File: config.mk
export PLATFORM = sky130hd
export DESIGN_NAME = flicky_sprcoll_ram_flat
export DESIGN_NICKNAME = d
export VERILOG_FILES = /design/src/rtl/flicky_pkg.sv /design/src/rtl/flicky_sprcoll_ram_if.sv /design/src/rtl/flicky_coll_bitram.sv /design/src/rtl/flicky_sprcoll_ram.sv /design/src/flat_wrapper.sv
export SDC_FILE = /design/constraint.sdc
export NUM_CORES = 1
export LEC_CHECK = 0
export CAP_MARGIN = 20
export CORE_ASPECT_RATIO = 1.75
export CORE_UTILIZATION = 30
export DETAILED_ROUTE_END_ITERATION = 16
export SETUP_SLACK_MARGIN = 0.5
export SKIP_LAST_GASP = 1
export SYNTH_ARGS = -nofsm -noshare
export SYNTH_HDL_FRONTEND = slang
export SYNTH_SLANG_ARGS = --single-unit
export TNS_END_PERCENT = 5
File: constraint.sdc
create_clock -name VCLKx4 -period 22.4 [get_ports VCLKx4]
set_input_delay 2.24 -clock VCLKx4 [delete_from_list [all_inputs] [get_ports VCLKx4]]
set_output_delay 2.24 -clock VCLKx4 [all_outputs]
set_load 0.05 [all_outputs]
File: src/rtl/flicky_pkg.sv
// Shared types and sizes for the sprite-collision table and its CPU port.
package flicky_pkg;

   localparam int COLL_AW    = 10;
   localparam int COLL_DEPTH = 1 << COLL_AW;

   typedef enum logic [2:0] {
      S_INIT,
      S_IDLE,
      S_RD,
      S_ACK,
      S_REL
   } state_t;

   // CPU access kind, encoded as {cpu_wr, cpu_sum}
   typedef enum logic [1:0] {
      OP_TBL_RD  = 2'b00,
      OP_SUM_RD  = 2'b01,
      OP_TBL_CLR = 2'b10,
      OP_SUM_CLR = 2'b11
   } cpu_op_t;

   function automatic cpu_op_t decode_op(input logic wr, input logic sum);
      return cpu_op_t'({wr, sum});
   endfunction

endpackage

File: src/rtl/flicky_sprcoll_ram_if.sv
// Collision input and CPU req/ack bundle for the sprite-collision table.
interface flicky_sprcoll_ram_if #(
   parameter int AW = flicky_pkg::COLL_AW
);
   logic          sprcoll;
   logic [AW-1:0] sprcoll_ad;
   logic          cpu_req;
   logic          cpu_wr;
   logic          cpu_sum;
   logic [AW-1:0] cpu_ad;
   logic [7:0]    cpu_dout;
   logic          cpu_ack;
   logic          busy;

   // Renderer plus CPU side
   modport master (
      output sprcoll, sprcoll_ad, cpu_req, cpu_wr, cpu_sum, cpu_ad,
      input  cpu_dout, cpu_ack, busy
   );

   // Collision table side
   modport slave (
      input  sprcoll, sprcoll_ad, cpu_req, cpu_wr, cpu_sum, cpu_ad,
      output cpu_dout, cpu_ack, busy
   );
endinterface

File: src/rtl/flicky_coll_bitram.sv
// Single-port 2^AW x 1 synchronous RAM with registered read data.
module flicky_coll_bitram
   import flicky_pkg::*;
#(
   parameter int AW = COLL_AW
) (
   input  logic          clk,
   input  logic [AW-1:0] addr,
   input  logic          we,
   input  logic          d,
   output logic          q
);

   logic mem [2**AW];

   // NOTE: the array has no reset so it can map onto block RAM; the owner clears it by sweeping.
   always_ff @(posedge clk) begin
      if (we) begin
         mem[addr] <= d;
      end else begin
         q <= mem[addr];
      end
   end

endmodule

File: src/rtl/flicky_sprcoll_ram.sv
// Sprite-collision table: collision pulses set bits and a summary flag; the CPU reads/clears via req/ack.
module flicky_sprcoll_ram
   import flicky_pkg::*;
#(
   parameter int AW = COLL_AW
) (
   input  logic                VCLKx4,
   input  logic                RESET,
   flicky_sprcoll_ram_if.slave bus
);

   localparam logic [AW:0] LAST = (AW+1)'((2**AW) - 1);

   state_t        state, state_n;
   logic [AW:0]   cnt;
   logic          summary;
   logic [7:0]    dout_q;
   logic          ack_q;

   logic [AW-1:0] ram_addr;
   logic          ram_we;
   logic          ram_d;
   logic          ram_q;
   logic          sum_set;
   logic          sum_clr;
   logic          dout_ld;
   logic          dout_bit;

   flicky_coll_bitram #(.AW(AW)) u_ram (
      .clk  (VCLKx4),
      .addr (ram_addr),
      .we   (ram_we),
      .d    (ram_d),
      .q    (ram_q)
   );

   // NOTE: every output of this block gets a default first, so no path leaves one unassigned (no latches).
   always_comb begin
      state_n  = state;
      ram_addr = bus.cpu_ad;
      ram_we   = 1'b0;
      ram_d    = 1'b0;
      sum_set  = 1'b0;
      sum_clr  = 1'b0;
      dout_ld  = 1'b0;
      dout_bit = 1'b0;

      // Collisions own the RAM port in every state outside the sweep
      if (state != S_INIT && bus.sprcoll) begin
         ram_we   = 1'b1;
         ram_addr = bus.sprcoll_ad;
         ram_d    = 1'b1;
         sum_set  = 1'b1;
      end

      unique case (state)
         S_INIT: begin
            ram_we   = 1'b1;
            ram_addr = cnt[AW-1:0];
            ram_d    = 1'b0;
            if (cnt == LAST) state_n = S_IDLE;
         end
         S_IDLE: begin
            if (!bus.sprcoll && bus.cpu_req) begin
               unique case (decode_op(bus.cpu_wr, bus.cpu_sum))
                  OP_TBL_RD: state_n = S_RD;
                  OP_TBL_CLR: begin
                     ram_we  = 1'b1;
                     ram_d   = 1'b0;
                     state_n = S_ACK;
                  end
                  OP_SUM_RD: begin
                     dout_ld  = 1'b1;
                     dout_bit = summary;
                     state_n  = S_ACK;
                  end
                  OP_SUM_CLR: begin
                     sum_clr = 1'b1;
                     state_n = S_ACK;
                  end
               endcase
            end
         end
         S_RD: begin
            dout_ld  = 1'b1;
            dout_bit = ram_q;
            state_n  = S_ACK;
         end
         S_ACK: state_n = S_REL;
         S_REL: if (!bus.cpu_req) state_n = S_IDLE;
         default: state_n = S_INIT;
      endcase
   end

   // NOTE: sequential state uses non-blocking assignments so every register sees pre-edge values.
   always_ff @(posedge VCLKx4) begin
      if (RESET) begin
         state   <= S_INIT;
         cnt     <= '0;
         summary <= 1'b0;
         dout_q  <= '0;
         ack_q   <= 1'b0;
      end else begin
         state <= state_n;
         cnt   <= (state == S_INIT) ? cnt + 1'b1 : '0;
         // A set in the same cycle as a clear leaves the flag raised
         if (sum_set) begin
            summary <= 1'b1;
         end else if (sum_clr) begin
            summary <= 1'b0;
         end
         if (dout_ld) dout_q <= {7'b0, dout_bit};
         ack_q <= (state == S_ACK);
      end
   end

   assign bus.cpu_dout = dout_q;
   assign bus.cpu_ack  = ack_q;
   assign bus.busy     = (state == S_INIT);

endmodule

File: src/flat_wrapper.sv
// flat-port wrapper written by rule: the top's interface ports become plain ports
module flicky_sprcoll_ram_flat import flicky_pkg::*;
#(
   parameter int AW = COLL_AW
)
  (VCLKx4, RESET, bus_sprcoll, bus_sprcoll_ad, bus_cpu_req, bus_cpu_wr, bus_cpu_sum, bus_cpu_ad, bus_cpu_dout, bus_cpu_ack, bus_busy);
  flicky_sprcoll_ram_if #(.AW(AW)) bus_i ();
  input  logic VCLKx4;
  input  logic RESET;
  input wire logic [$bits(bus_i.sprcoll)-1:0] bus_sprcoll;
  input wire logic [$bits(bus_i.sprcoll_ad)-1:0] bus_sprcoll_ad;
  input wire logic [$bits(bus_i.cpu_req)-1:0] bus_cpu_req;
  input wire logic [$bits(bus_i.cpu_wr)-1:0] bus_cpu_wr;
  input wire logic [$bits(bus_i.cpu_sum)-1:0] bus_cpu_sum;
  input wire logic [$bits(bus_i.cpu_ad)-1:0] bus_cpu_ad;
  output wire logic [$bits(bus_i.cpu_dout)-1:0] bus_cpu_dout;
  output wire logic [$bits(bus_i.cpu_ack)-1:0] bus_cpu_ack;
  output wire logic [$bits(bus_i.busy)-1:0] bus_busy;
  assign bus_i.sprcoll = bus_sprcoll;
  assign bus_i.sprcoll_ad = bus_sprcoll_ad;
  assign bus_i.cpu_req = bus_cpu_req;
  assign bus_i.cpu_wr = bus_cpu_wr;
  assign bus_i.cpu_sum = bus_cpu_sum;
  assign bus_i.cpu_ad = bus_cpu_ad;
  assign bus_cpu_dout = bus_i.cpu_dout;
  assign bus_cpu_ack = bus_i.cpu_ack;
  assign bus_busy = bus_i.busy;
  flicky_sprcoll_ram #(.AW(AW)) u_core (.VCLKx4(VCLKx4), .RESET(RESET), .bus(bus_i));
endmodule
==> out/metrics.csv, run 1 <==
metric,value,unit
synth_enable_flop_cells,1025,
crit_path_start_kind,input port,
firstDrtPassIters,6,
grt_use_total,19.0,%
fmax,122,MHz
wl_per_cell,26.8,um
highest_layer,met4,
hold_viol,0,
p_int,3.01,mW
ios,36,
path_clk_slew,70,ps
antenna_found_initial,1,
cts_inserted_buffers,86,
regArea,31100,um^2
synth_async_sr_flop_share,0,%
powerDensity,77.7,nW/um^2
power_frac_comb,5.4,%
tightest_slew,1290,ps
initial_utilization,30.2,%
vias,31229,
pwr-share-seq,54.3,%
coreArea,147000,um^2
switchingPower,0.876,mW
syn-cell-area,44400,um^2
cp_max_fo,193,
max-slew-margin-rel,13.7,%
die-area,150000,um^2
drv_slew,0,
drive_gt1_share,8.67,%
dpl-instance-area,46700,um^2
synth_top_area_cell,edfxtp_1,
cts_tree,done,
postCtsSetupBuffers,0,
synth-xor-area-share,0.178,%
p_sw_share,22.6,%
crit_chain,clkdlybuf4s50_1 -> buf_4 -> nand2_1 -> inv_8 -> buf_4 -> buf_4 -> buf_4 -> buf_4 -> buf_4,
met2_length,75.3,mm
min_period_over_period,36.5,%
yosys.area.top_type_share,69.3,%
reg2reg_slack,15600,ps
total_power,3.88,mW
rsz0062_at_grt,false,
nFillCells,14389,
synth_compound_area_share,13.0,%
route.detailed.drc,0,
drt_iter0_drc,4245,
synth-seq-area-share,70.1,%
synth_cell_types,79,
timing.hold.worst.class,reg -> reg,
grt_start_max_net_pins,312,
critPathMaxStageDelay,950,ps
cpMaxStageDelayCell,buf_4,
synth_top_cells_by_count,"nor2_1, edfxtp_1, clkbuf_1",
p_leak,15.0,nW
hpwl,78.3,mm
critPathCaptureType,flip-flop,
synth_most_common_cell,nor2_1,
fin_skew,19.7,ps
syn_inst,3573,
clockBufferDepth,3,
synthFlopType,edfxtp_1,
path_class,in -> reg,
vdd_drop_max,54.6,uV
synth-simple-area-share,12.6,%
portBuffers,28,
postCtsResizedCells,0,
place.gp.congestion,0.811,
syn_avg_cell_area,12.4,um^2
crit_arrival,8520,ps
multi_input_area,11900,um^2
grt_pass1_wl,209,mm
muxShareOfSynthArea,0.440,%
overflow,0,
power_frac_clock,40.3,%
fin_tns_setup,0,ps
holdBufCountCts,0,
die_w,293,um
path_common_cell,buf_4,
clk_latency,690,ps
route.met3.wl,11.3,mm
synth-seq-cells,1042,
finalInstanceArea,50000,um^2
final.min_clock_period,8190,ps
area_growth,12.6,%
synth_top_family_by_area,compound AO/OA/AOI/OAI gates,
ant_nets,0,
cts_max_level,3,
synth_warnings,0,
vias_per_cell,5.71,
fin_nets,3454,
fp-row-count,186,
die_y,511,um
cap_violations,0,
wl_met1,50.6,mm
status,"complete, no violations",
required,22740,ps
synth.area.top_cells,"edfxtp_1, nor2_1, a22oi_1, a221oi_1, clkbuf_1",
setup_viol_count_final,0,
cts-root-buf,clkbuf_16,
synth_fa_ha_area_share,0.0282,%
fin_util,34.1,%
grt_pass1_vias,30437,
cts_sinks,1042,
drt_wl_total,147,mm
-- worst max-delay path: cells and delay by family --
family | cells | cell delay, ps
and+or+nand+nor | 1 | 250
buffers and inverters | 8 | 5800
-- cell usage in the layout (no fill, tap or decap), types with 16 or more instances in the layout --
| cell type | n |
|---|---|
| a21oi_1 | 49 |
| a221oi_1 | 111 |
| a222oi_1 | 30 |
| a22o_1 | 86 |
| a22oi_1 | 131 |
| a31oi_1 | 21 |
| a32o_1 | 56 |
| a32oi_1 | 45 |
| buf_16 | 20 |
| buf_4 | 80 |
| clkbuf_1 | 16 |
| clkbuf_16 | 86 |
| clkdlybuf4s50_1 | 28 |
| dfxtp_1 | 17 |
| edfxtp_1 | 1025 |
| inv_1 | 17 |
| nand2_1 | 80 |
| nand2_2 | 24 |
| nand3_1 | 45 |
| nor2_1 | 1032 |
| nor3_1 | 68 |
| nor4_1 | 26 |
| o21ai_0 | 37 |
| o22ai_1 | 86 |
-- area by class of cell --
| type | instances | area share (%) |
|---|---|---|
| diodes | 2 | 0.0100 |
| flip-flops and latches | 1042 | 62.2 |
| repair buffers | 138 | 3.17 |
| well taps | 1974 | 4.94 |
| inverters | 19 | 0.168 |
| clock inverters | 54 | 1.24 |
| clock buffers | 102 | 4.42 |
| multi-input cells | 2140 | 23.8 |
-- per-stage QoR --
step	std cells	hold WS (ps)	setup slack, ps
floorplan	3579	447	6040
global placement	5286	496	13890
detailed placement	5294	481	13600
CTS	5450	492	14320
global route	5470	519	13810
finish	5471	485	14210
-- metal layers --
| layer | up-vias | track usage, % |
|---|---|---|
| met5 | - | 0 |
| li1 | 13130 | - |
| met1 | 15922 | 21.2 |
| met4 | 0 | 11.1 |
| met2 | 1730 | 34.3 |
| met3 | 447 | 2.61 |
-- state kept, by name, indices dropped and copies added, names as in the netlist --
register,cells
u_core.bus.cpu_ack,1
u_core.cnt,11
u_core.u_ram.q,1
u_core.bus.cpu_dout,1
u_core.summary,1
u_core.state,3
u_core.u_ram.mem,1024
-- worst paths after layout --
check,to,depth (start not counted),from
worst max-delay path,u_core.u_ram.mem[412],9,bus_sprcoll
worst min-delay path,u_core.summary,2,u_core.summary
worst max register to register,u_core.u_ram.mem[412],9,u_core.state[2]
worst min register to register,u_core.summary,2,u_core.summary
-- kinds of logic (layout without fill, tap and decap cells) --
group,Yosys count,in the layout
compound gates,734,734
flops,1042,1042
mux,19,19
xor+xnor,9,9
buf+inv,397,313
other cells,1,9
simple gates,1370,1370
fa+ha+maj,1,1
-- power groups by stage --
| stage | sequential [mW] | combinational [mW] | clock, mW |
|---|---|---|---|
| 2_1_floorplan | 2.15 | 0.123 | 0 |
| 3_3_place_gp | 2.15 | 0.204 | 0 |
| 3_5_place_dp | 2.15 | 0.205 | 0 |
| 4_1_cts | 2.11 | 0.205 | 1.58 |
| 5_1_grt | 2.11 | 0.215 | 1.64 |
| 6_report | 2.11 | 0.208 | 1.57 |
Note: power is estimated with default switching activity, not from simulation.
==> inputs of run 2 (changes only) <==
==> constraint.sdc (replaced) <==
create_clock -name VCLKx4 -period 8.3 [get_ports VCLKx4]
set_input_delay 0.83 -clock VCLKx4 [delete_from_list [all_inputs] [get_ports VCLKx4]]
set_output_delay 0.83 -clock VCLKx4 [all_outputs]
set_load 0.05 [all_outputs]
==> run 2 against run 1 <==
Net effect: clock skew is 25 ps higher; cell count is 0.11% higher; sequential power rose to 2.7 times the previous value; non-clock buffer count grew 5; sequential cell count unchanged; worst setup slack got worse by 11000 ps; critical path depth grew 6; first-iteration DRC count increased by 0.16%; clock-buffer cell count grew 7; die area unchanged; largest cell class unchanged; largest power group unchanged; highest routed layer is now met5.
==> out/metrics.csv, run 2 (synthesized netlist as in run 1, its figures left out) <==
metric,value,unit
fin_skew,44.8,ps
postCtsResizedCells,0,
hold_viol,0,
fp-row-count,186,
tightest_slew,1440,ps
grt_start_max_net_pins,312,
largest_reg_flops,1024,
crit_family,buffers and inverters,
antenna_found_initial,2,
top_register,u_core.u_ram.mem,
crit_arrival,6090,ps
grt_pass1_wl,212,mm
pre_cts_ws,2440,ps
fmax,181,MHz
crit_buf_inv,5,
die-area,150000,um^2
holdWs,487,ps
drv_slew,0,
worst_hold_startpoint,u_core.summary,
drive_gt1_share,8.42,%
largestRegisters,"u_core.u_ram.mem (1024), u_core.cnt (11), u_core.state (3)",
reg2reg_slack,2770,ps
cts_inserted_buffers,87,
initial_utilization,30.2,%
postCtsSetupBuffers,0,
layout_common_cells,"nor2_1, edfxtp_1, a22oi_1",
timing.hold.worst.class,reg -> reg,
powerDensity,206,nW/um^2
die_y,511,um
max-slew-margin-rel,3.68,%
crit_chain,or3_1 -> buf_4 -> clkinv_4 -> a211o_1 -> buf_4 -> and2_4 -> buf_12 -> buf_4 -> a222oi_1 -> o211ai_1 -> a21oi_1 -> a21o_1 -> o22ai_1 -> nor4_1 -> o211ai_1,
firstDrtPassIters,6,
vias_per_cell,5.74,
drt_iter0_drc,4252,
r2r_cells,15,
route.detailed.drc,0,
clk_latency,720,ps
critPathMaxStageDelay,870,ps
fin_util,33.8,%
grt_use_total,19.5,%
portBuffers,28,
status,"complete, no violations",
r2r-start,u_core.state[2],
required,8860,ps
critPathCaptureType,flip-flop,
overflow,0,
clockBufferDepth,3,
cts_tree,done,
hpwl,82.5,mm
cpMaxStageDelayCell,and2_4,
cts-root-buf,clkbuf_16,
area_growth,11.9,%
total_power,10.2,mW
ios,36,
cp_max_fo,63,
cap_violations,0,
setup_viol_count_final,0,
crit_path_start_kind,flip-flop,
cts_sinks,1042,
nFillCells,14362,
path_class,reg -> reg,
rr_endpoint,u_core.u_ram.q,
wl_per_cell,27.4,um
grt_pass1_vias,30124,
rsz0062_at_grt,false,
p_leak,14.9,nW
vias,31454,
holdBufCountCts,0,
final_common_cell,nor2_1,
final.min_clock_period,5530,ps
ant_nets,0,
die_w,293,um
min_to,u_core.summary,
min_path_cells,2,
min_period_over_period,66.6,%
vdd_drop_max,180,uV
worst_slack,2770,ps
path_common_cell,buf_4,
drt_wl_total,150,mm
coreArea,147000,um^2
fin_nets,3460,
cts_max_level,3,
place.gp.congestion,0.845,
path_clk_slew,70,ps
-- run 2: cell type report --
class / count / area, um^2 / area share (%)
well taps: 1974 / 2470 / 4.97
clock inverters: 49 / 353 / 0.710
repair buffers: 143 / 1490 / 3.00
clock buffers: 109 / 2260 / 4.55
inverters: 19 / 80.1 / 0.161
multi-input cells: 2140 / 11900 / 23.9
flip-flops and latches: 1042 / 31100 / 62.7
diodes: 1 / 2.50 / 0.00504
-- run 2: worst max path at each step --
| stage | cells after the start | start | endpoint | slack [ps] |
|---|---|---|---|---|
| global placement | 13 | bus_sprcoll | u_core.u_ram.q | 2400 |
| floorplan | 7 | u_core.state[2] | u_core.u_ram.mem[0] | -1700 |
| CTS | 15 | u_core.state[2] | u_core.u_ram.q | 2930 |
| detailed placement | 13 | bus_sprcoll | u_core.u_ram.q | 2440 |
| global route | 15 | u_core.state[2] | u_core.u_ram.q | 2700 |
| finish | 15 | u_core.state[2] | u_core.u_ram.q | 2770 |
-- run 2: worst register-to-register path, cell delays in order (launching register included) --
cell	delay [ps]
dfxtp_1	400
or3_1	390
buf_4	250
clkinv_4	240
a211o_1	150
buf_4	410
and2_4	890
buf_12	450
buf_4	530
a222oi_1	170
o211ai_1	420
a21oi_1	90
a21o_1	190
o22ai_1	570
nor4_1	100
o211ai_1	120
-- run 2: stage by stage --
step                 TNS, ps  instance area [um^2]  cells
floorplan           -1742890                 44500   3579
global placement           0                 46700   5303
detailed placement         0                 46900   5311
CTS                        0                 49500   5469
global route               0                 49700   5477
finish                     0                 49700   5477
-- run 2: report_power, final --
group	total [mW]	internal (mW)	leakage, nW	switching (mW)
sequential	5.69	5.69	10.3	0.00372
combinational	0.578	0.162	3.30	0.416
clock	3.97	2.04	1.27	1.93
-- run 2: per-layer routing --
| layer | GRT usage [%] | part of all wire [%] | wire length [um] | up-vias |
|---|---|---|---|---|
| met5 | 0 | 0.0080 | 12 | - |
| met4 | 11.7 | 6.4 | 9650 | 2 |
| met3 | 2.90 | 8.3 | 12500 | 411 |
| met2 | 35.1 | 52 | 77500 | 1852 |
| met1 | 21.4 | 34 | 50500 | 16064 |
| li1 | - | - | - | 13125 |
